[src/rtl/counter_bank_pkg.sv]
// Shared definitions for the counter bank: per-channel operation encoding
// and the supported parameter ranges.
package counter_bank_pkg;

  typedef enum logic [2:0] {
    OP_HOLD = 3'd0,
    OP_CLR  = 3'd1,
    OP_INC  = 3'd2,
    OP_DEC  = 3'd3,
    OP_TICK = 3'd4
  } op_e;

  localparam int N_CH_MIN  = 1;
  localparam int N_CH_MAX  = 16;
  localparam int WIDTH_MIN = 2;
  localparam int WIDTH_MAX = 32;

endpackage

[src/rtl/counter_bank_ch.sv]
// One counter channel: priority operation select, wrap/saturate arithmetic,
// overflow pulse, zero flag and match edge detection.
module counter_bank_ch
  import counter_bank_pkg::*;
#(
  parameter int WIDTH = 8
) (
  input  logic             sys_clk,
  input  logic             reset,
  input  logic             clear,
  input  logic             enable,
  input  logic             up,
  input  logic             down,
  input  logic             saturate,
  input  logic             tick,
  input  logic [WIDTH-1:0] match_val,
  output logic [WIDTH-1:0] count,
  output logic             eq_zero,
  output logic             match_hit,
  output logic             ovf_pulse
);

  localparam logic [WIDTH-1:0] MAX_VAL = '1;
  localparam logic [WIDTH-1:0] ONE     = WIDTH'(1);

  op_e              op;
  logic [WIDTH-1:0] count_next;
  logic             ovf_next;
  logic             m;
  logic             m_q;

  // A strobe outranks the tick, so a tick landing with a strobe is dropped.
  always_comb begin
    op = OP_HOLD;
    if (clear)              op = OP_CLR;
    else if (up && down)    op = OP_HOLD;
    else if (up)            op = OP_INC;
    else if (down)          op = OP_DEC;
    else if (tick && enable) op = OP_TICK;
  end

  always_comb begin
    count_next = count;
    ovf_next   = 1'b0;
    case (op)
      OP_CLR: count_next = '0;
      OP_INC, OP_TICK: begin
        if (count == MAX_VAL) begin
          ovf_next   = 1'b1;
          count_next = saturate ? MAX_VAL : '0;
        end else begin
          count_next = count + ONE;
        end
      end
      OP_DEC: begin
        if (count == '0) begin
          ovf_next   = 1'b1;
          count_next = saturate ? '0 : MAX_VAL;
        end else begin
          count_next = count - ONE;
        end
      end
      default: count_next = count;
    endcase
  end

  assign m = (count == match_val);

  // m_q resets high so a zero match value does not fire right after reset.
  always_ff @(posedge sys_clk or posedge reset) begin
    if (reset) begin
      count     <= '0;
      ovf_pulse <= 1'b0;
      eq_zero   <= 1'b1;
      m_q       <= 1'b1;
      match_hit <= 1'b0;
    end else begin
      count     <= count_next;
      ovf_pulse <= ovf_next;
      eq_zero   <= (count == '0);
      m_q       <= m;
      match_hit <= m & ~m_q;
    end
  end

endmodule

[src/rtl/counter_bank.sv]
// Bank of N_CH up/down counters sharing one reloadable prescaler whose
// registered tick drives each channel's auto-count.
module counter_bank
  import counter_bank_pkg::*;
#(
  parameter int N_CH      = 2,
  parameter int WIDTH     = 8,
  parameter int DIV_WIDTH = 24
) (
  input  logic                  sys_clk,
  input  logic                  reset,
  input  logic [DIV_WIDTH-1:0]  div_load,
  input  logic [N_CH-1:0]       ch_clear,
  input  logic [N_CH-1:0]       ch_enable,
  input  logic [N_CH-1:0]       ch_up,
  input  logic [N_CH-1:0]       ch_down,
  input  logic [N_CH-1:0]       ch_saturate,
  input  logic [N_CH*WIDTH-1:0] ch_match,
  output logic [N_CH*WIDTH-1:0] count,
  output logic [N_CH-1:0]       eq_zero,
  output logic [N_CH-1:0]       match_hit,
  output logic [N_CH-1:0]       ovf_pulse,
  output logic                  tick
);

  logic [DIV_WIDTH-1:0] div;

  // div_load is only sampled on reload, so a new period starts cleanly.
  always_ff @(posedge sys_clk or posedge reset) begin
    if (reset) begin
      div  <= '0;
      tick <= 1'b0;
    end else if (div == '0) begin
      div  <= div_load;
      tick <= 1'b1;
    end else begin
      div  <= div - DIV_WIDTH'(1);
      tick <= 1'b0;
    end
  end

  for (genvar i = 0; i < N_CH; i++) begin : g_ch
    counter_bank_ch #(
      .WIDTH(WIDTH)
    ) u_ch (
      .sys_clk  (sys_clk),
      .reset    (reset),
      .clear    (ch_clear[i]),
      .enable   (ch_enable[i]),
      .up       (ch_up[i]),
      .down     (ch_down[i]),
      .saturate (ch_saturate[i]),
      .tick     (tick),
      .match_val(ch_match[i*WIDTH +: WIDTH]),
      .count    (count[i*WIDTH +: WIDTH]),
      .eq_zero  (eq_zero[i]),
      .match_hit(match_hit[i]),
      .ovf_pulse(ovf_pulse[i])
    );
  end

endmodule
[config.mk]
export PLATFORM = sky130hd
export DESIGN_NAME = counter_bank
export DESIGN_NICKNAME = d
export VERILOG_FILES = /design/src/rtl/counter_bank_pkg.sv /design/src/rtl/counter_bank_ch.sv /design/src/rtl/counter_bank.sv
export SDC_FILE = /design/constraint.sdc
export NUM_CORES = 1
export LEC_CHECK = 0
export CORE_UTILIZATION = 52
export DETAILED_ROUTE_END_ITERATION = 7
export GPL_TIMING_DRIVEN = 0
export MAX_ROUTING_LAYER = met4
export PLACE_DENSITY = 0.82
export SLEW_MARGIN = 10
export SYNTH_ARGS = -nofsm -noshare
export SYNTH_HDL_FRONTEND = slang
export SYNTH_SLANG_ARGS = --single-unit
[constraint.sdc]
create_clock -name sys_clk -period 2.9 [get_ports sys_clk]
set_clock_uncertainty 0.1 [all_clocks]
set_input_delay 0.58 -clock sys_clk [delete_from_list [all_inputs] [get_ports sys_clk]]
set_output_delay 0.58 -clock sys_clk [all_outputs]
set_load 0.1 [all_outputs]
-- After elaboration in Yosys (flattened, before gate mapping)
Cells that the tools add are included.
- add/sub/neg operators: 5
- eq/ne operators: 12
- mux-type cells: 28
- bitwise gates (word level): 4
- reductions and logical operators: 11
- operators with widths (operator ; number):
    $mux 8 ; 8
    $pmux 8 s3 ; 2
    $mux 3 ; 10
    $logic_not 24->1 ; 1
    $mux 24 ; 1
    $sub 24x1->24 const B ; 1
    $add 8x1->8 const B ; 2
    $eq 8x8->1 ; 2
    $eq 8x8->1 const B ; 2
    $logic_not 8->1 ; 2
    $sub 8x1->8 const B ; 2
    $eq 3x2->1 const B ; 4
    $eq 3x1->1 const B ; 2
    $eq 3x3->1 const B ; 2
    $reduce_bool 3->1 ; 2
    $mux 1 ; 5
    $logic_and 1x1->1 ; 4
    $pmux 1 s2 ; 2
    $reduce_or 2->1 ; 2
    $and 1x1->1 ; 2
    $not 1->1 ; 2
- register bits after elaboration: 49
- input port bits: 52
- word-level logic and storage cells: 72

-- Depth between registers and ports, before layout
- depth after elaboration: 9
- depth in mapped cells: 10

-- By module
A second synthesis with hierarchy kept.
- cells, all modules: 447
- area total of the unflattened synthesis: 3931.3 um2
- modules (own cells, without submodules) (module ; instances ; cells an instance ; area an instance (um2)):
    counter_bank_ch ; 2 ; 142 ; 1246.2
    counter_bank ; 1 ; 163 ; 1438.9

-- Worst setup path after synthesis
Ideal clock, no wire load.
- kind: register to register
- from: register g_ch[1].u_ch.count[0]
- to: register g_ch[1].u_ch.count[4]
- data arrival time: 2.975 ns
- data required time: 2.706 ns
- path slack: -0.269 ns
- stages on the path, launching flop included: 11
- buffers on the path: 2
- clock period less this slack: 3.169 ns
- path through: dfrtp_1 > inv_1 > ha_1 > nand2b_1 > or3_1 > clkbuf_1 > inv_1 > a2111oi_2 > buf_2 > a22oi_1 > a211oi_1
- cells in the longest elaborated chain, start to end: 3
- elaborated cells between the ends (all ways): 7
- ends and longest elaborated chain (item ; RTL line ; RTL):
    start: declaration ; counter_bank_ch.sv:17 ; output logic [WIDTH-1:0] count,
    start signal: assignment ; counter_bank_ch.sv:78 ; count <= count_next;
    $sub 8x1->8, or another cell as far along ; counter_bank_ch.sv:60 ; count_next = count - ONE;
    $mux 8 (on tied branches) ; counter_bank_ch.sv:56, counter_bank_ch.sv:48 ;
    $pmux 8 s3 (*) ; counter_bank_ch.sv:45 ; case (op)
Every way passes the cells marked *; elsewhere a longest branch is shown, timed or not.
A chain may end at the register's enable or synchronous reset.

-- Worst setup path in the final report
- from: input ch_up[0]
- to: register g_ch[0].u_ch.count[3]
- cells in the longest elaborated chain, start to end: 6
- elaborated cells between the ends (all ways): 11
- ends and longest elaborated chain (item ; RTL line ; RTL):
    start: declaration ; counter_bank.sv:15 ; input logic [N_CH-1:0] ch_up,
    $mux 3 or $logic_and 1x1->1 (tied branches) ; counter_bank_ch.sv:37, counter_bank_ch.sv:36 ;
    $mux 3 (*) ; counter_bank_ch.sv:36 ; else if (up && down) op = OP_HOLD;
    $mux 3 (*) ; counter_bank_ch.sv:35 ; if (clear) op = OP_CLR;
    $eq 3x2->1 or $eq 3x3->1 (tied branches) ; counter_bank_ch.sv:45 ;
    $reduce_or 2->1 ; counter_bank_ch.sv:45 ;
    $pmux 8 s3 or $reduce_bool 3->1 (tied branches) ; -- ;
    end signal: assignment ; counter_bank_ch.sv:78 ;
    end: declaration ; counter_bank_ch.sv:17 ;
Marked as above.

==> Flow_metrics.wiki <==
{| class="wikitable"
! Metric !! Value
|-
| Floorplan Core Area || 6390 um^2
|-
| CTS tree || done
|-
| Detail-routed net length per standard cell || 15.4 um
|-
| Layout overhead on the synthesized area || 29.8%
|-
| Switching share of total power || 41.5%
|-
| Clock Pin Slew Worst Setup and Hold Paths || 0.09 ns
|-
| Maximum root-to-sink buffer count || 2
|-
| H-Tree Depth || 2
|-
| Hold Violations, Final || 0
|-
| Number of enable-type register cells in the synthesized netlist || 0
|-
| Number of warnings reported in the yosys synthesis log || 0
|-
| Outcome || complete, no violations
|-
| Xor-xnor portion of the synthesized cell area || 10.9%
|-
| Die Wd || 83.6 um
|-
| Global-route wire length before repair || 14.7 mm
|-
| Critical Path Source Type || primary input
|-
| Asr flop ratio synth || 100%
|-
| Via count of the first global-routing pass || 3264
|-
| Startpoint of the lowest-slack hold path || div[0]
|-
| Element type at the critical path end || flip-flop
|-
| Seq pwr share || 40.3%
|-
| Cell internal pwr || 1.36 mW
|-
| Final cell area excluding filler cells || 4490 um^2
|-
| Type of the worst setup path || primary input to flip-flop
|-
| Unrepaired setup endpoints after global routing || no
|-
| Kind of path behind the tightest hold check || flip-flop to flip-flop
|-
| Share of the synthesized area in compound gates (AO/OA/AOI/OAI) || 17.4%
|-
| Setup slack, reg-to-reg || 0.18 ns
|-
| Initial antenna violation count || 0
|-
| Most frequently used cell type in the post-synthesis netlist || sky130_fd_sc_hd__nor2_1
|-
| Post-Synth Adder-Cell Area || 3.98%
|-
| Register cell area after layout || 1240 um^2
|-
| Effective utilization at floorplan || 54.2%
|-
| Cells on Worst Hold Path || 1
|-
| Worst Path Max Fanout || 9
|-
| Final standard cell count with taps included and fillers excluded || 572
|-
| Antenna viol nets, final || 0
|-
| Number of port buffers || 74
|-
| Leakage Power || 1.67 nW
|-
| CP peak stage delay || 0.56 ns
|-
| Crit-path most repeated cell || sky130_fd_sc_hd__a221oi_1
|-
| Later-pin clock latency in the skew report || 0.31 ns
|-
| Max_cap viols || 0
|-
| Ys flop type || sky130_fd_sc_hd__dfrtp_1
|-
| PwrDens || 518 nW/um^2
|-
| Cell row count || 29
|-
| Clock power frac || 17.8%
|-
| Area fraction in and, or, nand and nor cells after synthesis || 24.5%
|-
| Total Nets Final || 557
|-
| Die area || 6990 um^2
|-
| Slowest cell on crit path || sky130_fd_sc_hd__clkdlybuf4s50_1
|-
| Share of the synthesized area in the top cell type || 32.5%
|-
| Setup WS post-layout || 0.118 ns
|-
| Net switching power || 965 uW
|-
| Dominant combinational cell family by area after synthesis || simple AND/OR/NAND/NOR gates
|-
| Vias per cell || 6.01
|-
| Worst hold margin || 0.437 ns
|-
| Synthesized area || 3460 um^2
|-
| Die extent in y || 83.6 um
|-
| Master cell of the clock root buffer || sky130_fd_sc_hd__clkbuf_8
|-
| Remaining global-route overflow || 0
|-
| Required @ worst endpoint || 3.00 ns
|-
| Syn nets || 475
|-
| Number of detailed-routing iterations run before antenna repair || 5
|-
| Peak clock frequency supported by timing || 359 MHz
|-
| Worst Setup Slack post-DPL || -0.457 ns
|-
| Post-layout util || 70.3%
|-
| Total wire length || 8.84 mm
|-
| Multi-input logic area || 2080 um^2
|-
| IO Count || 75
|-
| Vias post-DR || 3440
|-
| Max Transition Viols Final || 0
|-
| CTS sink cnt || 49
|-
| Post-synthesis area per instance || 8.40 um^2
|-
| Detail Placement HPWL || 6.49 mm
|-
| Share of synthesized area spent on multiplexers || 1.23%
|-
| Measured slew at the worst slew-check pin || 0.993 ns
|-
| Worst-path cell chain || clkdlybuf4s50_1 > inv_1 > ha_1 > nor2b_1 > or3_1 > a21oi_2 > a221oi_1 > a221oi_1
|-
| RD Place Congestion || 0.934
|-
| Most instantiated cells after synthesis || sky130_fd_sc_hd__nor2_1 (49), sky130_fd_sc_hd__dfrtp_1 (45), sky130_fd_sc_hd__a21oi_1 (40), sky130_fd_sc_hd__xnor2_1 (34), sky130_fd_sc_hd__nand2_1 (27)
|-
| Period utilisation layout || 95.9%
|-
| Critical Path AT || 2.89 ns
|-
| Sum of negative setup slack || 0 ns
|-
| Post-synthesis sequential element count || 49
|-
| Main area contributors after synthesis || sky130_fd_sc_hd__dfrtp_1 (33%), sky130_fd_sc_hd__xnor2_1 (8.6%), sky130_fd_sc_hd__a21oi_1 (5.8%), sky130_fd_sc_hd__nor2_1 (5.3%), sky130_fd_sc_hd__ha_1 (4.0%)
|-
| Layout cells sized above 1 || 9.90%
|-
| Placement Cell Area || 4330 um^2
|-
| DR iter-0 viols || 178
|-
| Ant. Diodes || 0
|-
| Dpl cells || 564
|-
| Max-Slew Margin vs Limit || 33.6%
|-
| Startpoint of the worst-slack reg-to-reg timing path || div[10]
|-
| Share of power burned in combinational logic || 41.9%
|-
| DRC Markers || 0
|-
| Maximum number of pins on one net before global-route repair || 33
|-
| Gate count after technology mapping || 412
|-
| Number of fill cells in the layout || 525
|-
| Total chip power || 2.33 mW
|-
| Overall Global Routing Usage || 26.1%
|-
| Distinct cell type count of the synthesized netlist || 55
|-
| R2R depth || 8
|-
| CTS Buf Count || 5
|-
| End point of the most critical hold path || div[0]
|-
| Largest area contributor in the netlist || sky130_fd_sc_hd__dfrtp_1
|-
| Finish-stage setup viols || 0
|-
| Maximum vdd ir drop || 0.407 mV
|-
| Clock period minus final worst setup slack || 2.78 ns
|-
| Sequential area share after synthesis || 35.6%
|-
| Critical register-to-register path endpoint || div[16]
|}
[final cells by class]
class                           count  area share [%]
Tap cell                           77            2.14
Sequential cell                    49            27.6
Timing Repair Buffer               76            17.1
Inverter                           19            1.59
Buffer                             28            3.37
Multi-Input combinational cell    315            46.2
Clock buffer                        6            1.62
Clock inverter                      2           0.334
[routing by layer]
layer / wire (um) / part of all wire (%) / up-vias / global-route usage, %
li1: - / - / 1639 / -
met4: 146 / 1.7 / 0 / 7.09
met1: 3770 / 43 / 1646 / 32.0
met3: 519 / 5.9 / 17 / 4.35
met2: 4400 / 50 / 138 / 44.8
met5: 0 / 0 / - / -
[worst max-delay path: cells and delay by family]
| family | cells | cell delay [ns] |
|---|---|---|
| fa+ha+maj | 1 | 0.40 |
| simple gates | 2 | 0.52 |
| compound gates | 3 | 0.76 |
| buf+inv | 2 | 0.62 |
[power by group through the flow]
stage	Sequential [mW]	Combinational (mW)	Clock, mW
floorplan	1.04	0.582	0
global placement	0.939	0.923	0
detailed placement	0.947	0.955	0
CTS	0.934	0.964	0.422
global route	0.957	1.05	0.454
finish	0.938	0.975	0.414
[worst max path at each step]
stage / from / endpoint
floorplan: g_ch[0].u_ch.count[4] / g_ch[0].u_ch.count[4]
global placement: ch_down[1] / g_ch[1].u_ch.count[6]
detailed placement: ch_down[1] / g_ch[1].u_ch.count[6]
CTS: g_ch[0].u_ch.count[2] / g_ch[0].u_ch.count[3]
global route: ch_up[1] / g_ch[1].u_ch.count[4]
finish: ch_up[0] / g_ch[0].u_ch.count[3]
[registers in the layout, indices dropped and copies added, names as in the netlist]
signal               count
g_ch.u_ch.eq_zero        2
div                     24
tick                     1
g_ch.u_ch.count         16
g_ch.u_ch.m_q            2
g_ch.u_ch.ovf_pulse      2
g_ch.u_ch.match_hit      2
[cells in the final DEF, fill, tap and decap left out, types with 8 or more instances in the layout]
cell	netlist	routed
sky130_fd_sc_hd__clkdlybuf4s50_1	0	74
sky130_fd_sc_hd__nor2_1	49	49
sky130_fd_sc_hd__a21oi_1	40	38
sky130_fd_sc_hd__dfrtp_1	45	38
sky130_fd_sc_hd__xnor2_1	34	34
sky130_fd_sc_hd__nand2_1	27	27
sky130_fd_sc_hd__inv_1	19	18
sky130_fd_sc_hd__nor3_1	19	18
sky130_fd_sc_hd__clkbuf_1	14	14
sky130_fd_sc_hd__or3_1	12	12
sky130_fd_sc_hd__nand3_1	11	11
sky130_fd_sc_hd__nand4_1	10	10
sky130_fd_sc_hd__ha_1	11	10
sky130_fd_sc_hd__xor2_1	9	9
sky130_fd_sc_hd__a211oi_1	9	9
sky130_fd_sc_hd__o21ai_0	8	8
[cell families after synthesis]
group | count (synthesis)
multiplexers | 4
XOR/XNOR | 43
buffers and inverters | 48
AND/OR/NAND/NOR | 166
AO/OA/AOI/OAI | 91
flip-flops | 49
adder cells (fa/ha/maj) | 11
[timing repair]
item / 4_1_cts / 5_1_grt
pin swaps: 0 / 2
buffers inserted: 0 / 1
endpoints found under the setup margin: 8 / 16
gates resized for setup: 4 / 8
hold buffers: 0 / 0
Power figures use the tool's default switching activity.
